`config.mk`:
```
export PLATFORM = sky130hd
export DESIGN_NAME = iob_regfile_wstrb_nr_flat
export DESIGN_NICKNAME = d
export VERILOG_FILES = /design/src/rtl/iob_regfile_wstrb_nr_pkg.sv /design/src/rtl/iob_regfile_wstrb_nr_if.sv /design/src/rtl/iob_regfile_wstrb_nr_rport.sv /design/src/rtl/iob_regfile_wstrb_nr.sv /design/src/flat_wrapper.sv
export SDC_FILE = /design/constraint.sdc
export NUM_CORES = 1
export LEC_CHECK = 0
export BUFFER_PORTS_ARGS = -buffer_cell sky130_fd_sc_hd__buf_2
export CAP_MARGIN = 20
export CORE_MARGIN = 5
export CORE_UTILIZATION = 55
export DETAILED_ROUTE_END_ITERATION = 8
export GPL_TIMING_DRIVEN = 0
export PLACE_DENSITY = 0.7
export SLEW_MARGIN = 0
export SYNTH_ARGS = -nofsm -noshare
export SYNTH_HDL_FRONTEND = slang
export SYNTH_HIERARCHICAL = 1
export SYNTH_SLANG_ARGS = --single-unit
```
`constraint.sdc`:
```
create_clock -name clk_i -period 2.2 [get_ports clk_i]
set_clock_uncertainty 0.2 [all_clocks]
set_input_delay 0.11 -clock clk_i [delete_from_list [all_inputs] [get_ports clk_i]]
set_output_delay 0.11 -clock clk_i [all_outputs]
set_load 0.01 [all_outputs]
```
`src/rtl/iob_regfile_wstrb_nr_pkg.sv`:
```
// Shared constants and helpers for the strobed multi-read-port register file.
package iob_regfile_wstrb_nr_pkg;

  localparam int unsigned BYTE_W = 8;

  // Number of byte lanes (write strobes) covering a DATA_W-bit entry.
  function automatic int unsigned strb_w(input int unsigned data_w);
    return data_w / BYTE_W;
  endfunction

endpackage

```
`src/rtl/iob_regfile_wstrb_nr_if.sv`:
```
// Write/clear/read bus of the register file; master drives requests, slave returns read data.
interface iob_regfile_wstrb_nr_if
  import iob_regfile_wstrb_nr_pkg::*;
#(
  parameter int unsigned ADDR_W = 3,
  parameter int unsigned DATA_W = 32,
  parameter int unsigned N_RD   = 2
);

  localparam int unsigned STRB_W = strb_w(DATA_W);

  logic                     clear_i;
  logic                     w_en_i;
  logic [STRB_W-1:0]        w_strb_i;
  logic [ADDR_W-1:0]        w_addr_i;
  logic [DATA_W-1:0]        w_data_i;
  logic [N_RD-1:0]          r_en_i;
  logic [N_RD*ADDR_W-1:0]   r_addr_i;
  logic [N_RD*DATA_W-1:0]   r_data_o;
  logic [N_RD-1:0]          r_valid_o;

  modport master (
    output clear_i, w_en_i, w_strb_i, w_addr_i, w_data_i, r_en_i, r_addr_i,
    input  r_data_o, r_valid_o
  );

  modport slave (
    input  clear_i, w_en_i, w_strb_i, w_addr_i, w_data_i, r_en_i, r_addr_i,
    output r_data_o, r_valid_o
  );

endinterface

```
`src/rtl/iob_regfile_wstrb_nr_rport.sv`:
```
// One registered read port: address mux, optional write/clear bypass, data register and valid flag.
module iob_regfile_wstrb_nr_rport #(
  parameter int unsigned          ADDR_W  = 3,
  parameter int unsigned          DATA_W  = 32,
  parameter bit                   BYPASS  = 1'b1,
  parameter logic [DATA_W-1:0]    RST_VAL = '0
) (
  input  logic                clk_i,
  input  logic                arst_n_i,
  input  logic [DATA_W-1:0]   mem_i [1<<ADDR_W],
  input  logic                clear_i,
  input  logic                w_en_i,
  input  logic [ADDR_W-1:0]   w_addr_i,
  input  logic [DATA_W-1:0]   w_merged_i,
  input  logic                r_en_i,
  input  logic [ADDR_W-1:0]   r_addr_i,
  output logic [DATA_W-1:0]   r_data_o,
  output logic                r_valid_o
);

  logic [DATA_W-1:0] rd_sel;
  logic [DATA_W-1:0] data_d, data_q;
  logic              valid_d, valid_q;

  // With bypass the port sees the post-edge entry value, so clear and write are forwarded.
  always_comb begin
    rd_sel = mem_i[r_addr_i];
    if (BYPASS) begin
      if (clear_i) begin
        rd_sel = RST_VAL;
      end else if (w_en_i && (w_addr_i == r_addr_i)) begin
        rd_sel = w_merged_i;
      end
    end
    data_d  = r_en_i ? rd_sel : data_q;
    valid_d = r_en_i;
  end

  always_ff @(posedge clk_i or negedge arst_n_i) begin
    if (!arst_n_i) begin
      data_q  <= '0;
      valid_q <= 1'b0;
    end else begin
      data_q  <= data_d;
      valid_q <= valid_d;
    end
  end

  assign r_data_o  = data_q;
  assign r_valid_o = valid_q;

endmodule

```
`src/rtl/iob_regfile_wstrb_nr.sv`:
```
// Register file with byte-strobed write, synchronous bulk clear and N_RD registered read ports.
module iob_regfile_wstrb_nr
  import iob_regfile_wstrb_nr_pkg::*;
#(
  parameter int unsigned          ADDR_W  = 3,
  parameter int unsigned          DATA_W  = 32,
  parameter int unsigned          N_RD    = 2,
  parameter bit                   BYPASS  = 1'b1,
  parameter logic [DATA_W-1:0]    RST_VAL = '0
) (
  input  logic                    clk_i,
  input  logic                    arst_n_i,
  iob_regfile_wstrb_nr_if.slave   bus
);

  localparam int unsigned STRB_W = strb_w(DATA_W);
  localparam int unsigned N_ENT  = 1 << ADDR_W;

  if ((DATA_W % BYTE_W) != 0 || DATA_W < BYTE_W) begin : g_chk_data_w
    $error("iob_regfile_wstrb_nr: DATA_W must be a non-zero multiple of 8");
  end
  if (N_RD < 1 || N_RD > 8) begin : g_chk_n_rd
    $error("iob_regfile_wstrb_nr: N_RD must be in 1..8");
  end
  if (ADDR_W < 1 || ADDR_W > 8) begin : g_chk_addr_w
    $error("iob_regfile_wstrb_nr: ADDR_W must be in 1..8");
  end

  logic [DATA_W-1:0] mem_q [N_ENT];
  logic [DATA_W-1:0] mem_d [N_ENT];
  logic [DATA_W-1:0] w_merged;
  logic [DATA_W-1:0] rd_data  [N_RD];
  logic [N_RD-1:0]   rd_valid;

  // Strobe merge: new bytes where strobed, current entry bytes elsewhere.
  always_comb begin
    w_merged = mem_q[bus.w_addr_i];
    for (int unsigned b = 0; b < STRB_W; b++) begin
      if (bus.w_strb_i[b]) begin
        w_merged[b*BYTE_W +: BYTE_W] = bus.w_data_i[b*BYTE_W +: BYTE_W];
      end
    end
  end

  always_comb begin
    for (int unsigned e = 0; e < N_ENT; e++) begin
      if (bus.clear_i) begin
        mem_d[e] = RST_VAL;
      end else if (bus.w_en_i && (bus.w_addr_i == ADDR_W'(e))) begin
        mem_d[e] = w_merged;
      end else begin
        mem_d[e] = mem_q[e];
      end
    end
  end

  always_ff @(posedge clk_i or negedge arst_n_i) begin
    if (!arst_n_i) begin
      for (int unsigned e = 0; e < N_ENT; e++) begin
        mem_q[e] <= RST_VAL;
      end
    end else begin
      for (int unsigned e = 0; e < N_ENT; e++) begin
        mem_q[e] <= mem_d[e];
      end
    end
  end

  for (genvar k = 0; k < N_RD; k++) begin : g_rport
    iob_regfile_wstrb_nr_rport #(
      .ADDR_W  (ADDR_W),
      .DATA_W  (DATA_W),
      .BYPASS  (BYPASS),
      .RST_VAL (RST_VAL)
    ) u_rport (
      .clk_i      (clk_i),
      .arst_n_i   (arst_n_i),
      .mem_i      (mem_q),
      .clear_i    (bus.clear_i),
      .w_en_i     (bus.w_en_i),
      .w_addr_i   (bus.w_addr_i),
      .w_merged_i (w_merged),
      .r_en_i     (bus.r_en_i[k]),
      .r_addr_i   (bus.r_addr_i[k*ADDR_W +: ADDR_W]),
      .r_data_o   (rd_data[k]),
      .r_valid_o  (rd_valid[k])
    );
  end

  always_comb begin
    bus.r_data_o  = '0;
    for (int unsigned k = 0; k < N_RD; k++) begin
      bus.r_data_o[k*DATA_W +: DATA_W] = rd_data[k];
    end
    bus.r_valid_o = rd_valid;
  end

endmodule

```
`src/flat_wrapper.sv`:
```
// flat-port wrapper written by rule: the top's interface ports become plain ports
module iob_regfile_wstrb_nr_flat import iob_regfile_wstrb_nr_pkg::*;
#(
  parameter int unsigned          ADDR_W  = 3,
  parameter int unsigned          DATA_W  = 32,
  parameter int unsigned          N_RD    = 2,
  parameter bit                   BYPASS  = 1'b1,
  parameter logic [DATA_W-1:0]    RST_VAL = '0
)
  (clk_i, arst_n_i, bus_clear_i, bus_w_en_i, bus_w_strb_i, bus_w_addr_i, bus_w_data_i, bus_r_en_i, bus_r_addr_i, bus_r_data_o, bus_r_valid_o);
  iob_regfile_wstrb_nr_if #(.ADDR_W(ADDR_W), .DATA_W(DATA_W), .N_RD(N_RD)) bus_i ();
  input  logic clk_i;
  input  logic arst_n_i;
  input wire logic [$bits(bus_i.clear_i)-1:0] bus_clear_i;
  input wire logic [$bits(bus_i.w_en_i)-1:0] bus_w_en_i;
  input wire logic [$bits(bus_i.w_strb_i)-1:0] bus_w_strb_i;
  input wire logic [$bits(bus_i.w_addr_i)-1:0] bus_w_addr_i;
  input wire logic [$bits(bus_i.w_data_i)-1:0] bus_w_data_i;
  input wire logic [$bits(bus_i.r_en_i)-1:0] bus_r_en_i;
  input wire logic [$bits(bus_i.r_addr_i)-1:0] bus_r_addr_i;
  output wire logic [$bits(bus_i.r_data_o)-1:0] bus_r_data_o;
  output wire logic [$bits(bus_i.r_valid_o)-1:0] bus_r_valid_o;
  assign bus_i.clear_i = bus_clear_i;
  assign bus_i.w_en_i = bus_w_en_i;
  assign bus_i.w_strb_i = bus_w_strb_i;
  assign bus_i.w_addr_i = bus_w_addr_i;
  assign bus_i.w_data_i = bus_w_data_i;
  assign bus_i.r_en_i = bus_r_en_i;
  assign bus_i.r_addr_i = bus_r_addr_i;
  assign bus_r_data_o = bus_i.r_data_o;
  assign bus_r_valid_o = bus_i.r_valid_o;
  iob_regfile_wstrb_nr #(.ADDR_W(ADDR_W), .DATA_W(DATA_W), .N_RD(N_RD), .BYPASS(BYPASS), .RST_VAL(RST_VAL)) u_core (.clk_i(clk_i), .arst_n_i(arst_n_i), .bus(bus_i));
endmodule
```
# Yosys cells after proc, flatten, opt, wreduce, memory -nomap -nowiden
# Index checks and enable logic that the tools add are counted.
[totals] reg_bits=322 out_inout_bits=66 inputBits=51 wordCells=79
[op_classes] muxes=33 n_lt_le_gt_ge=3 reduce_logical=19 n_eq_ne=9 n_bitwise=3
[ops] op="32-bit 2-to-1 mux" count=26
[ops] op="32-bit binary-select mux with 3-bit select" count=3
[ops] op="8-bit 2-to-1 mux" count=4
[ops] op="2-bit nonzero test" count=8
[ops] op="3-bit == test, second input constant" count=4
[ops] op="4-bit >= comparator, second input constant" count=3
[ops] op="3-bit NOT with 4-bit output" count=3
[ops] op="1-bit logical AND" count=10
[ops] op="3-bit by 2-bit == test with 1-bit output, second input constant" count=2
[ops] op="3-bit == test" count=2
[ops] op="3-bit by 1-bit == test with 1-bit output, second input constant" count=1
[ops] op="3-bit zero test" count=1

# Logic depth before layout (Yosys ltp)
[logic_depth] ltp_word=7 mapped_depth=9

# Cells and area by module
# Netlist, hierarchy kept.
[by_module_without_submodules] mod="iob_regfile_wstrb_nr" cells_each=1306 instances=1 seq_area_each_um2=6406.1 area_per_inst_um2=13993.4
[by_module_without_submodules] mod="iob_regfile_wstrb_nr_rport" cells_each=261 instances=2 seq_area_each_um2=825.8 area_per_inst_um2=3637.2

# Worst setup path after synthesis
# No wires, ideal clock.
[synth_timing] path_type="input to register" start="input port bus_w_addr_i[0]" end="register u_core.g_rport[0].u_rport.data_q[4]" setup_time_ps=86 path_buffers=3 t_required_ps=1914 slack_ps=391 cell_stages=9 arrival_time_ps=1524 path_cell_list="buf_4 -> buf_6 -> nand2_1 -> buf_2 -> o221ai_1 -> o221a_2 -> o31ai_1 -> inv_1 -> o221ai_2"
[synth_between] elab_chain_cells=7 word_cells_on_any_way=9 classes_between="eq/ne: 1; mux: 6; bitwise: 1; reduce/logical: 1"
[synth_lines] item="from (decl)" line="flat_wrapper.sv:17" text="input wire logic [$bits(bus_i.w_addr_i)-1:0] bus_w_addr_i;"
[synth_lines] item="3-bit NOT with 4-bit output (not written as such)" line="iob_regfile_wstrb_nr.sv:37" text="w_merged = mem_q[bus.w_addr_i];"
[synth_lines] item="32-bit binary-select mux with 3-bit select" line="iob_regfile_wstrb_nr.sv:37"
[synth_lines] item="32-bit 2-to-1 mux (not written as such) (2 in a row)" line="iob_regfile_wstrb_nr.sv:37"
[synth_lines] item="8-bit 2-to-1 mux" line="iob_regfile_wstrb_nr.sv:39" text="if (bus.w_strb_i[b]) begin"
[synth_lines] item="named net u_core.w_merged[4]" line="iob_regfile_wstrb_nr.sv:31" text="logic [DATA_W-1:0] w_merged;"
[synth_lines] item="32-bit 2-to-1 mux" line="iob_regfile_wstrb_nr_rport.sv:31" text="end else if (w_en_i && (w_addr_i == r_addr_i)) begin"
[synth_lines] item="32-bit 2-to-1 mux" line="iob_regfile_wstrb_nr_rport.sv:29" text="if (clear_i) begin"
[synth_lines] item="to (signal assigned)" line="iob_regfile_wstrb_nr_rport.sv:44" text="data_q <= data_d;"
[synth_lines] item="to (decl)" line="iob_regfile_wstrb_nr_rport.sv:22" text="logic [DATA_W-1:0] data_d, data_q;"
# The timed path passes the listed nets, and every way through them passes these cells. The select of a mux whose other input is x is not followed.
# A chain may end at the register's enable or synchronous reset.

# Worst setup path after layout
[layout_timing] start="input port bus_w_addr_i[0]" end="register u_core.g_rport[1].u_rport.data_q[31]"
[layout_between] elab_chain_cells=7 word_cells_on_any_way=9 classes_between="eq/ne: 1; mux: 6; bitwise: 1; reduce/logical: 1"
[layout_lines] item="3-bit NOT with 4-bit output (not written as such)" line="iob_regfile_wstrb_nr.sv:37"
[layout_lines] item="32-bit binary-select mux with 3-bit select" line="iob_regfile_wstrb_nr.sv:37"
[layout_lines] item="32-bit 2-to-1 mux (not written as such) (2 in a row)" line="iob_regfile_wstrb_nr.sv:37"
[layout_lines] item="8-bit 2-to-1 mux" line="iob_regfile_wstrb_nr.sv:39"
[layout_lines] item="named net u_core.w_merged[31]" line="iob_regfile_wstrb_nr.sv:31"
[layout_lines] item="32-bit 2-to-1 mux" line="iob_regfile_wstrb_nr_rport.sv:31"
[layout_lines] item="32-bit 2-to-1 mux" line="iob_regfile_wstrb_nr_rport.sv:29"
[layout_lines] item="to (signal assigned)" line="iob_regfile_wstrb_nr_rport.sv:44"
[layout_lines] item="to (decl)" line="iob_regfile_wstrb_nr_rport.sv:22"
# The timed path passes the listed nets, and every way through them passes these cells. The select of a mux whose other input is x is not followed.

==> results.cfg <==
[global_routing]
grt_pass1_wl_mm = 131.8
antenna_found_initial = 2
grt_use_total = 0.4247
grt_pass1_vias = 19810
grt_max_degree = 118
grt_overflow = 0

[routing]
drc_errors = 0
drtAntennaViolNets = 0
vias = 19910
vias_per_cell = 7.698
dr.pass1.iters = 6
wire_per_inst_um = 35.37
dr.first_iter.drc_count = 3240
wl_mm = 91.49

[power_and_ir_drop]
seqPwrFrac = 0.412
p_int_mw = 10.51
power_density_nw_per_um2 = 612.8
power_switching_mw = 4.436
p_clk_frac = 0.429
leakage_nw = 10.03
combPwrFrac = 0.159
p_sw_frac = 0.2967
ir_drop_mv = 0.5371

[setup_path]
arrival_ps = 2570
critPathRequiredTime_ps = 2480
cp_max_fo = 10
startpoint_type = input port
crit_path_end_kind = flip-flop
critical_path_class = input port to flip-flop

[synth]
syn_area_um2 = 21270
synthMuxAreaShare = 0.2261
synth_fa_ha_area_frac = 0
synth_top_family_by_area = multiplexers
ys_ff_latch = 322
synth_cell_types = 61
async_flop_share = 1.000
synth.net_count = 1879
synth_seq_area_share = 0.3789
yosys.area.top_type = dfrtp_1
synth_flop_cell = dfrtp_1
synth_xor_area_frac = 0.003177
synth_area_leaders = dfrtp_1 38%, mux4_2 14%, o221ai_1 9.4%
synth_area_per_cell_um2 = 11.63
ys_warn_count = 6
yosys.area_share.simple = 0.1452
synth_compound_area_frac = 0.1890
synth_edf_count = 0
synth_cells = 1828
synth_top_area_frac = 0.3789

[run_status]
violations = hold timing, setup timing
status = finished, violations left

[die]
start_util = 0.5529
core-area_um2 = 38470
dieArea_um2 = 42700
row_count = 72
pin_count = 117
die_x_um = 206.6
die_h_um = 206.6

[sta]
worst_slack_ps = -90.93
maxSlewHeadroom = 0.1309
period_share = 1.041
fin_crit_ps = 2291
hold_slack_ps = -104.2
worstMarginPinSlew_ps = 1298
setup_tns_ps = -1523
hold_violations = 86
clock.fmax_mhz = 436.5
drv_slew = 0
rsz0062_at_grt = true
setup_viol = 44

[flow_run]
cap_violations = 0

[place]
gp_congestion = 1.036
port_buffers = 114
hpwl_mm = 59.71
dp_cells = 2462

[clock_tree]
root_buffer = clkbuf_16
cts_setup_buffers = 0
cts_buffer_depth = 3
clk_pin_slew_ps = 60
tritoncts = built
h-tree-depth = 2
cts_buffers = 38
numClockSinks = 322
clock_latency_ps = 590

[final_layout]
regArea_um2 = 8058
fin_cells = 2587
nets = 2090
drive_gt1_frac = 0.2606
num-fill-cells = 3092
multi_input_area_um2 = 11990
syn_to_final_growth_pct = 14.72
utilization = 0.6343

[worst_hold_path]
hold_class = input port to asynchronous set/reset pin
[cell families (layout without fill, tap and decap cells)]
group,Yosys count,in the layout
AO/OA/AOI/OAI,430,430
XOR/XNOR,6,6
buffers and inverters,255,495
flip-flops,322,322
multiplexers,318,318
other,0,1
AND/OR/NAND/NOR,497,497
[layout make-up]
cell class / count / share of cell area
antenna: 1 / 0.0001026
multi-input combinational: 1251 / 0.4916
sequential: 322 / 0.3303
timing repair buffer: 171 / 0.04908
tap: 518 / 0.02656
buffer: 183 / 0.04041
clock inverter: 12 / 0.002718
clock buffer: 57 / 0.04821
inverter: 72 / 0.01108
[state kept, by name, indices dropped and copies added (netlist names)]
register / cells
u_core/g_rport.u_rport/r_valid_o: 2
u_core/g_rport.u_rport/r_data_o: 64
u_core/mem_q: 256
[power groups by stage]
stage               registers, mW  clock network (mW)  logic [mW]
floorplan                    6.24                   0        1.26
global placement             6.25                   0        2.14
detailed placement           6.26                   0        2.18
CTS                          6.15                6.42        2.26
global route                 6.17                6.66        2.43
finish                       6.16                6.41        2.37
[path summary, 6_finish.rpt]
kind	from	to	slack (ps)	depth (start not counted)
setup / recovery	bus_w_addr_i[0]	u_core/g_rport[1].u_rport/r_data_o[31]	-90	9
hold reg to reg	u_core/g_rport[1].u_rport/r_data_o[16]	u_core/g_rport[1].u_rport/r_data_o[16]	290	2
min in group clk_i	bus_w_strb_i[1]	u_core/mem_q[233]	50	4
hold / removal	arst_n_i	u_core/mem_q[249]	-100	2
max in group asynchronous	arst_n_i	u_core/mem_q[141]	370	4
setup reg to reg	u_core/mem_q[127]	u_core/g_rport[1].u_rport/r_data_o[31]	120	6
[worst max-delay path, stage by stage]
cell      delay, ps
buf_2           140
buf_4           190
buf_6           140
nand2_2         200
buf_1           850
nor3_1           90
o31ai_1         510
inv_1           130
o221ai_2        210
[layer usage]
metal / track usage / part of all wire
met4: 0.2761 / 0.082
met1: 0.5360 / 0.35
met3: 0.1820 / 0.16
met5: 0 / 0
met2: 0.5974 / 0.41
[cell usage in the layout (no fill, tap or decap), types with 5 or more instances in the layout]
cell type      Yosys  layout
nand2b_1          66      66
buf_4             21      21
clkbuf_16          0      41
buf_2             43     153
nand2_1           97      97
o221a_2           15      15
o221ai_1         228     228
o31ai_2            6       7
o31ai_1           29      28
a21oi_1           28      28
nand3b_1         217     217
o221ai_2          60      60
clkbuf_8           0       9
inv_1             72      72
nor3b_1           16      16
nor3_1             6       6
a21oi_2           17      17
nor2_1            66      64
clkbuf_2           1       9
o22ai_1           18      18
clkinv_2           0      10
clkbuf_1          78      76
mux2i_1          171     171
o21ai_0            8       8
mux2_2            17      17
mux4_2           128     128
dlygate4sd3_1      0      55
nor2b_1            5       5
buf_6             15      17
dfrtp_1          322     322
buf_1             23      22
[Yosys cell counts, types with 2 or more instances]
master and number:
a211oi_1 4, a21oi_1 28, a21oi_2 17, a311oi_1 2, buf_1 23, buf_2 43, buf_4 21, buf_6 15
buf_8 2, clkbuf_1 78, dfrtp_1 322, inv_1 72, mux2_1 2, mux2_2 17, mux2i_1 171, mux4_2 128
nand2_1 97, nand2_2 2, nand2b_1 66, nand3b_1 217, nand4b_1 2, nand4bb_1 3, nor2_1 66, nor2_2 2
nor2_4 2, nor2b_1 5, nor3_1 6, nor3b_1 16, o21a_1 3, o21a_2 2, o21ai_0 8, o221a_2 15
o221ai_1 228, o221ai_2 60, o22ai_1 18, o31ai_1 29, o31ai_2 6, o41ai_4 2, or4_4 2, xor2_1 4
xor2_2 2
[through the flow]
step | instance area [µm²] | total power, mW | setup WS, ps
3_3_place_gp | 22490 | 8.391 | -5578
4_1_cts | 24350 | 14.83 | 19.75
3_5_place_dp | 22550 | 8.437 | -1131
6_report | 24400 | 14.95 | -90.93
5_1_grt | 24400 | 15.26 | 0.4250
2_1_floorplan | 21270 | 7.501 | 390.5
[timing repair]
action	4_1_cts	5_1_grt
gates resized for setup	9	18
hold endpoints to repair	412	79
hold buffers	54	2
endpoints found under the setup margin	65	141
No activity file was read; power rests on OpenSTA's default activity.
